$ cat src/rtl/reaction_timer_core.sv
// Reaction-timer front end: button synchronizer, ms prescaler, LFSR start delay,
// round FSM and the registered value/show_error/led_go outputs for the display path.
module reaction_timer_core #(
  parameter int TICKS_PER_MS = 50000,
  parameter int MIN_DELAY_MS = 1000,
  parameter int MAX_MS       = 9999
) (
  input  logic        clk,
  input  logic        reset,
  input  logic        btn,
  output logic        led_go,
  output logic [13:0] value,
  output logic        show_error,
  output logic [2:0]  state
);

  localparam int              PW         = $clog2(TICKS_PER_MS);
  localparam logic [PW-1:0]   PRESC_LAST = PW'(TICKS_PER_MS - 1);
  localparam logic [13:0]     VALUE_MAX  = 14'(MAX_MS);
  localparam logic [11:0]     DELAY_BASE = 12'(MIN_DELAY_MS);
  localparam logic [15:0]     LFSR_SEED  = 16'hACE1;

  typedef enum logic [2:0] {
    S_IDLE   = 3'd0,
    S_WAIT   = 3'd1,
    S_TIMING = 3'd2,
    S_DONE   = 3'd3,
    S_FALSE  = 3'd4
  } state_e;

  // Fibonacci LFSR, taps 16,14,13,11; a non-zero seed never reaches all-zero.
  function automatic logic [15:0] lfsr_step(input logic [15:0] cur);
    return {cur[14:0], cur[15] ^ cur[13] ^ cur[12] ^ cur[10]};
  endfunction

  logic          sync1_q, sync1_d;
  logic          sync2_q, sync2_d;
  logic          sync3_q, sync3_d;
  logic          press_q, press_d;
  logic [PW-1:0] presc_q, presc_d;
  logic [11:0]   down_q, down_d;
  logic [15:0]   lfsr_q, lfsr_d;
  state_e        state_q, state_d;
  logic [13:0]   value_q, value_d;
  logic          show_error_q, show_error_d;
  logic          led_go_q, led_go_d;
  logic          tick;

  // Next-state, datapath and registered-output computation.
  always_comb begin
    sync1_d  = btn;
    sync2_d  = sync1_q;
    sync3_d  = sync2_q;
    press_d  = sync2_q & ~sync3_q;
    lfsr_d   = lfsr_step(lfsr_q);
    tick     = (presc_q == PRESC_LAST);
    state_d  = state_q;
    value_d  = value_q;
    down_d   = down_q;

    case (state_q)
      S_IDLE, S_DONE: begin
        if (press_q) begin
          state_d = S_WAIT;
          value_d = 14'd0;
          down_d  = DELAY_BASE + {1'b0, lfsr_q[10:0]};
        end else begin
          state_d = state_q;
        end
      end
      S_WAIT: begin
        // Press beats a coincident final tick, turning it into a false start.
        if (press_q) begin
          state_d = S_FALSE;
          value_d = 14'd0;
        end else if (tick) begin
          if (down_q <= 12'd1) begin
            state_d = S_TIMING;
            value_d = 14'd0;
          end else begin
            down_d = down_q - 12'd1;
          end
        end else begin
          state_d = state_q;
        end
      end
      S_TIMING: begin
        if (press_q) begin
          state_d = S_DONE;
        end else if (tick && (value_q < VALUE_MAX)) begin
          value_d = value_q + 14'd1;
        end else begin
          value_d = value_q;
        end
      end
      S_FALSE: begin
        value_d = 14'd0;
        if (press_q) begin
          state_d = S_IDLE;
        end else begin
          state_d = state_q;
        end
      end
      default: begin
        state_d = S_IDLE;
      end
    endcase

    if ((state_d != state_q) || tick) begin
      presc_d = '0;
    end else begin
      presc_d = presc_q + PW'(1);
    end

    led_go_d     = (state_d == S_TIMING);
    show_error_d = (state_d == S_FALSE);
  end

  // All state and output registers, synchronous reset.
  always_ff @(posedge clk) begin
    if (reset) begin
      sync1_q      <= 1'b0;
      sync2_q      <= 1'b0;
      sync3_q      <= 1'b0;
      press_q      <= 1'b0;
      presc_q      <= '0;
      down_q       <= 12'd0;
      lfsr_q       <= LFSR_SEED;
      state_q      <= S_IDLE;
      value_q      <= 14'd0;
      show_error_q <= 1'b0;
      led_go_q     <= 1'b0;
    end else begin
      sync1_q      <= sync1_d;
      sync2_q      <= sync2_d;
      sync3_q      <= sync3_d;
      press_q      <= press_d;
      presc_q      <= presc_d;
      down_q       <= down_d;
      lfsr_q       <= lfsr_d;
      state_q      <= state_d;
      value_q      <= value_d;
      show_error_q <= show_error_d;
      led_go_q     <= led_go_d;
    end
  end

  assign led_go     = led_go_q;
  assign value      = value_q;
  assign show_error = show_error_q;
  assign state      = state_q;

endmodule
$ cat config.mk
export PLATFORM = sky130hd
export DESIGN_NAME = reaction_timer_core
export DESIGN_NICKNAME = d
export VERILOG_FILES = /design/src/rtl/reaction_timer_core.sv
export SDC_FILE = /design/constraint.sdc
export NUM_CORES = 1
export LEC_CHECK = 0
export ABC_AREA = 1
export CAP_MARGIN = 20
export CORE_ASPECT_RATIO = 1.2
export CORE_MARGIN = 3
export CORE_UTILIZATION = 40
export CTS_CLUSTER_DIAMETER = 150
export DETAILED_ROUTE_END_ITERATION = 10
export GPL_TIMING_DRIVEN = 0
export REMOVE_ABC_BUFFERS = 1
export SYNTH_ARGS = -nofsm -noshare
export SYNTH_HDL_FRONTEND = slang
export SYNTH_SLANG_ARGS = --single-unit
$ cat constraint.sdc
create_clock -name clk -period 2.4 [get_ports clk]
set_clock_uncertainty 0.2 [all_clocks]
set_input_delay 0.48 -clock clk [delete_from_list [all_inputs] [get_ports clk]]
set_output_delay 0.48 -clock clk [all_outputs]
set_load 0.01 [all_outputs]
### Word level (Yosys, flattened, before mapping)

Cells that the tools add are included.

* bitwise operators: 5
* reduce and logical (&&, ||, !) cells: 9
* add/sub/neg operators: 4
* div/mod/pow operators: 0
* order comparisons: 2
* multipliers: 0
* shifts and indexed selects: 0
* eq/ne operators: 16
* mux-type cells: 19

Operator list (number)
* $mux 14: 6
* $pmux 14 s4: 1
* $mux 12: 4
* $pmux 12 s2: 1
* $mux 3: 6
* $add 16x1->16 const B: 1
* $eq 16x16->1 const B: 1
* $add 14x1->14 const B: 1
* $lt 14x14->1 const B: 1
* $add 10x11->12 const A: 1
* $le 12x1->1 const B: 1
* $ne 2x2->1 const B: 6
* $pmux 3 s4: 1
* $sub 12x1->12 const B: 1
* $eq 3x2->1 const B: 3
* $eq 3x3->1 const B: 2
* $ne 3x3->1 const B: 2
* $reduce_and 6->1: 1
* $reduce_and 5->1: 1
* $reduce_bool 4->1: 1
* $reduce_or 2->1: 2
* $eq 3x1->1 const B: 1
* $logic_not 3->1: 1
* $ne 3x3->1: 1
* 6 further kinds: 8

* memory bits (writable): 0
* register bits: 67
* bits in latches: 0
* word-level logic and storage cells: 66
* input port bits: 3
* output and inout bits: 19
* memories kept: 0
* memory bits (read-only): 0

### Longest topological paths before layout

Gate-level depths: netlist of run 1.

* depth after elaboration: 8
* depth in mapped cells: 13
* mapped depth without buffers: 12

### Worst setup path before layout of run 1

Ideal clock, no wire load.

* kind: register to register
* start: register presc_q[0]
* end: register value_q[4] (netlist: value[4])
* setup slack: 0.542 ns
* period minus slack after synthesis: 1.858 ns
* path buffers: 1
* arrival: 1.526 ns
* stages on the path, launching flop included: 12
* setup time: 0.132 ns
* required time: 2.068 ns
* cells stage by stage: dfxtp_1 > ha_1 > nand3_1 > nor2_1 > nand3_1 > nand2_1 > nand3_1 > nor2_2 > nand2_2 > buf_2 > nand2_1 > a21oi_1

* longest elaborated chain between the ends: 4
* elaborated cells between the ends (all ways): 5
* those cells by class: eq/ne (3); reduce/logical (2)

Ends and longest elaborated chain
* start, declared: line 40 `logic [PW-1:0] presc_q, presc_d;`
* start signal, assigned: line 138 `presc_q <= presc_d;`
* $eq 16x16->1 (*): line 56 `tick = (presc_q == PRESC_LAST);`
* $logic_and 1x1->1: line 90 `end else if (tick && (value_q < VALUE_MAX)) begin`
* $ne 2x2->1 (no line)
* $reduce_and 6->1 (no line) (*)
* end signal, assigned: line 142 `value_q <= value_d;`
* end, declared: line 44 `logic [13:0] value_q, value_d;`

Mark *: on every way between the ends. The rest lies on a longest branch, timed or not.
A chain may end at the register's enable or synchronous reset.

### Worst setup path after layout of run 1

* start: register state_q[0] (netlist: state[0])
* end: register down_q[6]

* longest elaborated chain between the ends: 4
* elaborated cells between the ends (all ways): 11
* those cells by class: eq/ne (6); mux (1); reduce/logical (4)

Ends and longest elaborated chain
* start, declared: line 43 `state_e state_q, state_d;`
* start signal, assigned: line 141 `state_q <= state_d;`
* $eq 3x2->1 or $logic_not 3->1 (tied branches): line 61 `case (state_q)`
* $reduce_or 2->1: line 61
* $ne 2x2->1 (no line) or $reduce_bool 2->1 (tied branches)
* $reduce_and 5->1 (no line)
* end signal, assigned: line 139 `down_q <= down_d;`
* end, declared: line 41 `logic [11:0] down_q, down_d;`

Parallel ways exist; a longest one is shown, timed or not.

==> flow_metrics.env, run 1 <==
export IMPL_status="complete, no violations"
export IMPL_tns_ps=0
export IMPL_grt_pass1_vias=2934
export IMPL_cts_sinks=67
export IMPL_critPathBufInv=1
export IMPL_cts_root_buf="clkbuf_8"
export IMPL_hold_class="flop to flop"
export IMPL_synthTopCellsByArea="dfxtp_1 (38%), nor2_1 (12%), nand2_1 (10%)"
export IMPL_ys_types=32
export IMPL_viasPerCell=4.83
export IMPL_rr_worst_depth=10
export IMPL_antenna_found_initial=0
export IMPL_cp_slowest_cell="dfxtp_1"
export IMPL_final_nets=551
export IMPL_worst_hold_slack_ps=200
export IMPL_die_area_sq_mm=0.00990
export IMPL_critPathTopFamily="simple AND/OR/NAND/NOR gates"
export IMPL_slew_headroom=0.655
export IMPL_worstSetupPathType="flop to flop"
export IMPL_synth_seq_cells=67
export IMPL_setup_viol=0
export IMPL_ys_warn_count=0
export IMPL_grt_start_max_net_pins=22
export IMPL_final_instance_count_excl_fill=662
export IMPL_ant_nets=0
export IMPL_period_needed_ps=2210
export IMPL_fillers=853
export IMPL_critPathCaptureType="flop"
export IMPL_reg2reg_from="state[0]"
export IMPL_area_growth_pct=16.2
export IMPL_critPathCapture="down_q[6]"
export IMPL_syn_cell_area_sq_mm=0.00350
export IMPL_grt_use_total=0.163
export IMPL_hpwl_microns=5430
export IMPL_rrSetupSlack_ps=190
export IMPL_regToRegEndpoint="down_q[6]"
export IMPL_clockBufferDepth=2
export IMPL_critical_path_required_ps=2410
export IMPL_clock_latency_ps=340
export IMPL_start_util=0.420
export IMPL_hold_violations=0
export IMPL_dr_total_vias=3200
export IMPL_cp_cell_sequence="inv_2 -> nor2_4 -> nand2_2 -> nor2_1 -> nor3b_2 -> nand2_1 -> nor2_4 -> nand2_1 -> o21ai_1 -> nor2_1"
export IMPL_ios=22
export IMPL_cap_viol_max_count=0
export IMPL_synth_top_area_cell="dfxtp_1"
export IMPL_cp_depth=10
export IMPL_powerDensity_mw_per_mm2=575
export IMPL_numCtsBuffers=9
export IMPL_drc=0
export IMPL_place_inst=641
export IMPL_worstMarginPinSlew_ps=518
export IMPL_seq_area_sq_mm=0.00134
export IMPL_wl_microns=7690
export IMPL_drtIter0Drc=162
export IMPL_drv_slew=0
export IMPL_die_h_microns=108
export IMPL_avgSynthCellArea_sq_um=6.74
export IMPL_cts_tree="done"
export IMPL_p_leak_uw=0.00155
export IMPL_synth_cells=519
export IMPL_synthDominantCellAreaShare=0.384
export IMPL_startpoint="state[0]"
export IMPL_yosysSeqAreaShare=0.384
export IMPL_multiInputGateArea_sq_mm=0.00190
export IMPL_fin_crit_sh=0.922
export IMPL_arrival_ps=2220
export IMPL_core_sq_mm=0.00833
export IMPL_die_width_microns=91.3
export IMPL_core_rowCount=36
export IMPL_firstDrtPassIters=5
export IMPL_postCtsHoldBufs=0
export IMPL_wire_per_inst_microns=11.6
export IMPL_drive_above_1_share=0.0730
export IMPL_cp_slowest_stage_delay_ps=380
export IMPL_grt_overflow_total=0
export IMPL_irDropWorstVdd_mv=0.318
export IMPL_fmax_ghz=0.452
export IMPL_setup_worst_path_start_class="flop"
export IMPL_h_tree_depth=3
export IMPL_gp_routability_congestion=0.845
export IMPL_antennaDiodeCount=0
export IMPL_grt_pass1_wl_microns=13200
export IMPL_clk_pin_slew_worst_paths_ps=70
export IMPL_path_max_fanout=15
export IMPL_grt_setup_unrepaired="no"
export IMPL_port_buffers=21
==> final cells by class <==
class	count	share of cell area
Clock buffer	12	0.0382
Clock inverter	4	0.00616
Inverter	59	0.0563
Multi-Input combinational cell	379	0.467
Sequential cell	67	0.330
Tap cell	114	0.0351
Timing Repair Buffer	27	0.0665
==> worst min path at each step <==
stage | end | slack [ps] | from | depth (start not counted)
2_1_floorplan | press_q | 170 | sync3_q | 1
3_3_place_gp | press_q | 180 | sync3_q | 1
3_5_place_dp | press_q | 190 | sync3_q | 1
4_1_cts | press_q | 200 | sync3_q | 1
5_1_grt | sync2_q | 230 | sync1_q | 2
6_report | press_q | 200 | sync3_q | 1
==> worst register-to-register path, cell delays in order (launching register included) <==
cell	delay, ps
dfxtp_1	380
inv_2	150
nor2_4	60
nand2_2	260
nor2_1	160
nor3b_2	230
nand2_1	120
nor2_4	310
nand2_1	90
o21ai_1	90
nor2_1	50
==> cell usage in the layout (no fill, tap or decap), types with 3 or more instances in the layout <==
cell / instances
o21bai_1: 4
clkinvlp_4: 4
clkdlybuf4s50_1: 20
nand2_4: 3
nor3_1: 14
buf_4: 5
nand2_1: 95
dfxtp_1: 66
xnor2_1: 8
or2_2: 3
ha_1: 5
nand4_1: 15
o21ai_0: 21
nor2_4: 3
clkbuf_8: 11
nand3_1: 36
nor2_1: 108
inv_1: 55
xor2_1: 19
o21ai_1: 7
a21oi_1: 25
==> sequential cells by signal (all words and copies together) (netlist names) <==
register,cells
led_go,1
press_q,1
sync1_q,1
state,3
value,14
down_q,12
presc_q,16
show_error,1
sync2_q,1
lfsr_q,16
sync3_q,1
==> cell families (layout without fill, tap and decap cells) <==
| kind of cell | Yosys count | after routing | synth area share |
|---|---|---|---|
| flops | 67 | 67 | 0.384 |
| buf+inv | 73 | 102 | 0.0830 |
| xor+xnor | 27 | 27 | 0.0676 |
| fa+ha+maj | 5 | 5 | 0.0179 |
| compound gates | 62 | 62 | 0.0952 |
| simple gates | 285 | 285 | 0.353 |
==> what timing repair did <==
item                       CTS  global route
setup endpoints to repair   30            40
resized for setup            4             9
cloned                       0             0
pin swaps                    0             1
buffers inserted             0             5
==> power breakdown <==
group / switching, uW / leakage, uW / internal [uW] / total (uW)
registers: 35.1 / 0.000547 / 1150 / 1190
clock network: 432 / 0.0000884 / 428 / 860
logic: 178 / 0.000913 / 108 / 286
total: 645 / 0.00155 / 1690 / 2340
==> through the flow <==
stage                     power (uW)  area [sq um]  worst slack [ps]  utilization
after floorplan                 1410          3430               343            -
after global placement          1480          3780             -1200        0.454
after detailed placement        1490          3810              -607        0.457
after CTS                       2360          4000              24.0        0.480
after global routing            2460          4060              2.88        0.488
final                           2340          4060               188        0.488
==> per-layer routing <==
layer / track usage / share of wire
met1: 0.198 / 0.49
met4: 0.0722 / 0.017
met3: 0.0278 / 0.022
met2: 0.281 / 0.48
met5: 0 / 0
==> cells in the mapped netlist <==
library cell	count
nor2_4	2
buf_2	4
inv_2	2
buf_6	1
inv_1	57
clkbuf_1	8
a31oi_1	1
o21ai_0	21
xnor2_1	8
nand2_1	96
nand2_2	3
o21a_1	2
buf_4	1
nor3b_2	1
dfxtp_1	67
ha_1	5
o2111ai_1	1
nand3b_1	2
nand3_1	37
nor3b_1	1
nor2_1	108
nand3_2	1
o21ai_1	7
o211ai_1	1
nor3_1	14
nor2_2	1
o21bai_1	4
nor4_1	1
xor2_1	19
a21oi_1	25
or2_2	3
nand4_1	15
(Power assumes the default switching activity.)
==> run 2: changes to the inputs <==
--- a/config.mk
+++ b/config.mk
@@ -6,9 +6,8 @@
 export NUM_CORES = 1
 export LEC_CHECK = 0
 export ABC_AREA = 1
-export CAP_MARGIN = 20
+export CAP_MARGIN = 10
 export CORE_ASPECT_RATIO = 1.2
-export CORE_MARGIN = 3
 export CORE_UTILIZATION = 40
 export CTS_CLUSTER_DIAMETER = 150
 export DETAILED_ROUTE_END_ITERATION = 10
==> flow_metrics.env, run 2 (synthesized netlist as in run 1, its figures left out) <==
export IMPL_drv_slew=0
export IMPL_setup_worst_path_start_class="input pin"
export IMPL_die_area_sq_mm=0.00912
export IMPL_port_buffers=21
export IMPL_fin_crit_sh=0.916
export IMPL_numCtsBuffers=9
export IMPL_antennaDiodeCount=0
export IMPL_core_sq_mm=0.00852
export IMPL_clockBufferDepth=2
export IMPL_power_frac_comb=0.123
export IMPL_cap_viol_max_count=0
export IMPL_fmax_ghz=0.455
export IMPL_start_util=0.410
export IMPL_grt_pass1_vias=2995
export IMPL_slew_headroom=0.546
export IMPL_cp_cell_sequence="dlygate4sd2_1 -> buf_16 -> inv_1 -> o2111ai_1 -> nor2_1 -> nand2_4 -> nor2_1"
export IMPL_die_h_microns=104
export IMPL_cp_slowest_cell="dlygate4sd2_1"
export IMPL_swShare=0.276
export IMPL_setup_viol=0
export IMPL_critPathCaptureType="flop"
export IMPL_cts_root_buf="clkbuf_8"
export IMPL_grt_overflow_total=0
export IMPL_place_inst=644
export IMPL_arrival_ps=2270
export IMPL_final_instance_count_excl_fill=662
export IMPL_status="complete, no violations"
export IMPL_ios=22
export IMPL_core_rowCount=37
export IMPL_h_tree_depth=3
export IMPL_die_width_microns=87.3
export IMPL_antenna_found_initial=0
export IMPL_wire_per_inst_microns=11.5
export IMPL_drtIter0Drc=152
export IMPL_final_cell_mix="nor2_1 (108), nand2_1 (95), dfxtp_1 (66)"
export IMPL_ant_nets=0
export IMPL_hold_class="flop to flop"
export IMPL_critPathBufInv=3
export IMPL_grt_use_total=0.186
export IMPL_area_growth_pct=15.5
export IMPL_cts_tree="done"
export IMPL_clk_pin_slew_worst_paths_ps=70
export IMPL_wl_microns=7590
export IMPL_critical_path_required_ps=2480
export IMPL_viasPerCell=4.85
export IMPL_finalPower_uw=2280
export IMPL_drc=0
export IMPL_irDropWorstVdd_mv=0.456
export IMPL_cpMostUsedCell="nor2_1"
export IMPL_dpl_instance_area_sq_mm=0.00381
export IMPL_period_needed_ps=2200
export IMPL_final_cell_area_sq_mm=0.00404
export IMPL_hpwl_microns=5400
export IMPL_p_sw_uw=628
export IMPL_cp_slowest_stage_delay_ps=450
export IMPL_p_leak_uw=0.00155
export IMPL_grt_start_max_net_pins=24
export IMPL_dr_total_vias=3209
export IMPL_grt_pass1_wl_microns=13400
export IMPL_p_int_uw=1650
export IMPL_worstSetupPathType="input pin to flop"
export IMPL_critPathTopFamily="buffers and inverters"
export IMPL_final_nets=549
export IMPL_gp_routability_congestion=0.864
export IMPL_grt_setup_unrepaired="no"
export IMPL_final_common_cell="nor2_1"
export IMPL_path_max_fanout=23
export IMPL_cts_sinks=67
export IMPL_clock_latency_ps=350
export IMPL_firstDrtPassIters=4
export IMPL_clkPwrFrac=0.354
export IMPL_powerDensity_mw_per_mm2=565
export IMPL_seq_power_share=0.522
export IMPL_drive_above_1_share=0.0642
export IMPL_hold_violations=0
export IMPL_worstMarginPinSlew_ps=681
-- run 2: what timing repair did --
action                                  CTS  global route
buffers inserted                          2             1
endpoints found under the setup margin   30            38
endpoints found under the hold margin     0             0
resized for setup                         5             4
hold buffers                              0             0
pin swaps                                 1             0
-- run 2: path summary, 6_finish.rpt --
path | from | to | slack (ps) | cells past startpoint
hold reg to reg | sync3_q | press_q | 190 | 1
hold / removal | sync3_q | press_q | 190 | 1
setup / recovery | reset | presc_q[6] | 200 | 7
setup reg to reg | state[0] | presc_q[6] | 250 | 9
-- run 2: layer usage --
layer / vias to the layer above / track usage / wire, microns
li1: 1699 / - / -
met1: 1463 / 0.238 / 3620
met2: 38 / 0.301 / 3640
met3: 9 / 0.0468 / 225
met4: 0 / 0.0621 / 100
met5: - / 0 / 0
-- run 2: power by group through the flow --
stage	Sequential [uW]	Clock [uW]	Combinational (uW)
3_5_place_dp	1220	0	275
2_1_floorplan	1210	0	202
3_3_place_gp	1210	0	268
4_1_cts	1190	841	282
6_report	1190	808	281
5_1_grt	1200	885	329
-- run 2: layout make-up --
class                      count  area (sq um)
clock buffer                  10           138
sequential                    67          1340
timing repair buffer          25           259
clock inverter                 5          30.0
inverter                      59           221
multi-input combinational    379          1900
tap                          117           146
fill                         902          4480
-- run 2: stage by stage --
step	hold slack (ps)	worst slack [ps]	setup TNS, ps	utilization
detailed placement	185	-599	-13180	0.447
floorplan	173	343	0	-
global placement	179	-1160	-31560	0.444
finish	190	201	0	0.474
CTS	196	102	0	0.471
global route	211	1.24	0	0.474
==> run 3: changes to the inputs <==
--- a/config.mk
+++ b/config.mk
@@ -8,7 +8,7 @@
 export ABC_AREA = 1
 export CAP_MARGIN = 10
 export CORE_ASPECT_RATIO = 1.2
-export CORE_UTILIZATION = 40
+export CORE_UTILIZATION = 45
 export CTS_CLUSTER_DIAMETER = 150
 export DETAILED_ROUTE_END_ITERATION = 10
 export GPL_TIMING_DRIVEN = 0
==> constraint.sdc (replaced) <==
create_clock -name clk -period 2.1 [get_ports clk]
set_clock_uncertainty 0.2 [all_clocks]
set_input_delay 0.42 -clock clk [delete_from_list [all_inputs] [get_ports clk]]
set_output_delay 0.42 -clock clk [all_outputs]
set_load 0.01 [all_outputs]
==> flow_metrics.env, run 3 (synthesized netlist as in run 1, its figures left out) <==
export IMPL_swShare=0.283
export IMPL_final_common_cell="nor2_1"
export IMPL_port_buffers=21
export IMPL_worstMarginPinSlew_ps=466
export IMPL_critical_path_required_ps=2130
export IMPL_grt_start_max_net_pins=23
export IMPL_grt_setup_unrepaired="yes"
export IMPL_antennaDiodeCount=0
export IMPL_hpwl_microns=5560
export IMPL_viasPerCell=5.12
export IMPL_ant_nets=0
export IMPL_die_h_microns=98.6
export IMPL_wl_microns=8320
export IMPL_drv_slew=0
export IMPL_final_instance_count_excl_fill=647
export IMPL_worstSetupPathType="flop to flop"
export IMPL_hold_violations=0
export IMPL_cts_tree="done"
export IMPL_p_int_uw=1960
export IMPL_clk_pin_slew_worst_paths_ps=80
export IMPL_postCtsHoldBufs=0
export IMPL_p_sw_uw=774
export IMPL_drive_above_1_share=0.133
export IMPL_firstDrtPassIters=4
export IMPL_powerDensity_mw_per_mm2=642
export IMPL_place_inst=617
export IMPL_setup_viol=0
export IMPL_period_needed_ps=2060
export IMPL_drtIter0Drc=175
export IMPL_grt_pass1_wl_microns=13900
export IMPL_clockBufferDepth=2
export IMPL_critPathCapture="presc_q[7]"
export IMPL_core_rowCount=34
export IMPL_fin_crit_sh=0.983
export IMPL_setup_worst_path_start_class="flop"
export IMPL_h_tree_depth=3
export IMPL_finalPower_uw=2730
export IMPL_area_growth_pct=21.5
export IMPL_clkPwrFrac=0.365
export IMPL_numCtsBuffers=9
export IMPL_regToRegEndpoint="presc_q[7]"
export IMPL_layout_setup_ws_ps=36.3
export IMPL_clock_latency_ps=340
export IMPL_seq_power_share=0.500
export IMPL_slew_headroom=0.689
export IMPL_critPathCaptureType="flop"
export IMPL_die_width_microns=82.5
export IMPL_irDropWorstVdd_mv=0.450
export IMPL_rrSetupSlack_ps=40
export IMPL_fmax_ghz=0.485
export IMPL_final_cell_mix="nor2_1 (103), nand2_1 (92), dfxtp_1 (59)"
export IMPL_ios=22
export IMPL_cap_viol_max_count=0
export IMPL_final_nets=560
export IMPL_dr_total_vias=3310
export IMPL_cts_root_buf="clkbuf_8"
export IMPL_die_area_sq_mm=0.00813
export IMPL_pre_cts_ws_ps=-932
export IMPL_grt_overflow_total=0
export IMPL_gp_routability_congestion=0.838
export IMPL_p_leak_uw=0.00161
export IMPL_start_util=0.472
export IMPL_cts_sinks=67
export IMPL_rr_worst_depth=11
export IMPL_hold_class="flop to flop"
export IMPL_power_frac_comb=0.135
export IMPL_arrival_ps=2090
export IMPL_grt_pass1_vias=3084
export IMPL_drc=0
export IMPL_reg2reg_from="presc_q[1]"
export IMPL_startpoint="presc_q[1]"
export IMPL_path_max_fanout=8
export IMPL_wire_per_inst_microns=12.9
export IMPL_antenna_found_initial=0
export IMPL_status="complete, no violations"
export IMPL_core_sq_mm=0.00740
export IMPL_grt_use_total=0.220
run 3: cell count changes in the layout (fill, tap and decap cells not counted), sizes merged:
cell	previous run	this run
clkbuf	10	12
inv	59	57
clkdlybuf4s15	0	1
clkinv	3	2
dlygate4sd2	1	0
nand2	99	100
buf	4	14
clkinvlp	2	4
run 3: metal layers:
| layer | vias to the layer above | track usage | wire length (microns) |
|---|---|---|---|
| met2 | 38 | 0.374 | 4080 |
| met5 | - | 0 | 0 |
| li1 | 1730 | - | - |
| met4 | 0 | 0.0580 | 71 |
| met1 | 1536 | 0.275 | 3960 |
| met3 | 6 | 0.0491 | 206 |
run 3: how the worst min path moves through the flow:
stage | startpoint | end | slack (ps) | cells after the start
after floorplan | sync3_q | press_q | 170 | 1
after global placement | sync3_q | press_q | 180 | 1
after detailed placement | sync3_q | press_q | 180 | 1
after CTS | sync3_q | press_q | 190 | 1
after global routing | sync3_q | press_q | 210 | 1
final | sync3_q | press_q | 190 | 1
run 3: repair_timing:
item,in CTS,in global routing
pin swaps,2,15
gates resized for setup,17,32
setup endpoints to repair,44,44
gates cloned,0,1
buffers inserted,7,6
run 3: critical path, stage by stage, from the launching register on:
cell and delay, ps:
dfxtp_1 360, ha_2 220, nand3_2 110, nor2_1 130, nand3_2 120, buf_4 160
o21bai_1 170, nand3_1 110, nand2_1 90, nor2_2 80, nand2_4 150, nor2_1 60
run 3: layout make-up:
cell class | instances | area, sq um
Sequential cell | 67 | 1350
Inverter | 59 | 234
Multi-Input combinational cell | 380 | 2000
Tap cell | 90 | 113
Clock inverter | 4 | 25.0
Timing Repair Buffer | 35 | 365
Clock buffer | 12 | 155
Fill cell | 739 | 3150
run 3: metrics by stage:
step / cell area [sq um] / hold WS, ps / setup TNS, ps / utilization
3_5_place_dp: 3780 / 181 / -28030 / 0.510
2_1_floorplan: 3430 / 173 / 0 / -
6_report: 4250 / 188 / 0 / 0.574
3_3_place_gp: 3750 / 178 / -48640 / 0.507
5_1_grt: 4250 / 210 / -335 / 0.574
4_1_cts: 4080 / 191 / 0 / 0.551
run 3: power groups by stage:
stage	sequential [uW]	clock (uW)	combinational, uW
floorplan	1380	0	230
global placement	1390	0	304
detailed placement	1390	0	315
CTS	1360	1010	338
global route	1370	1090	417
finish	1360	995	369
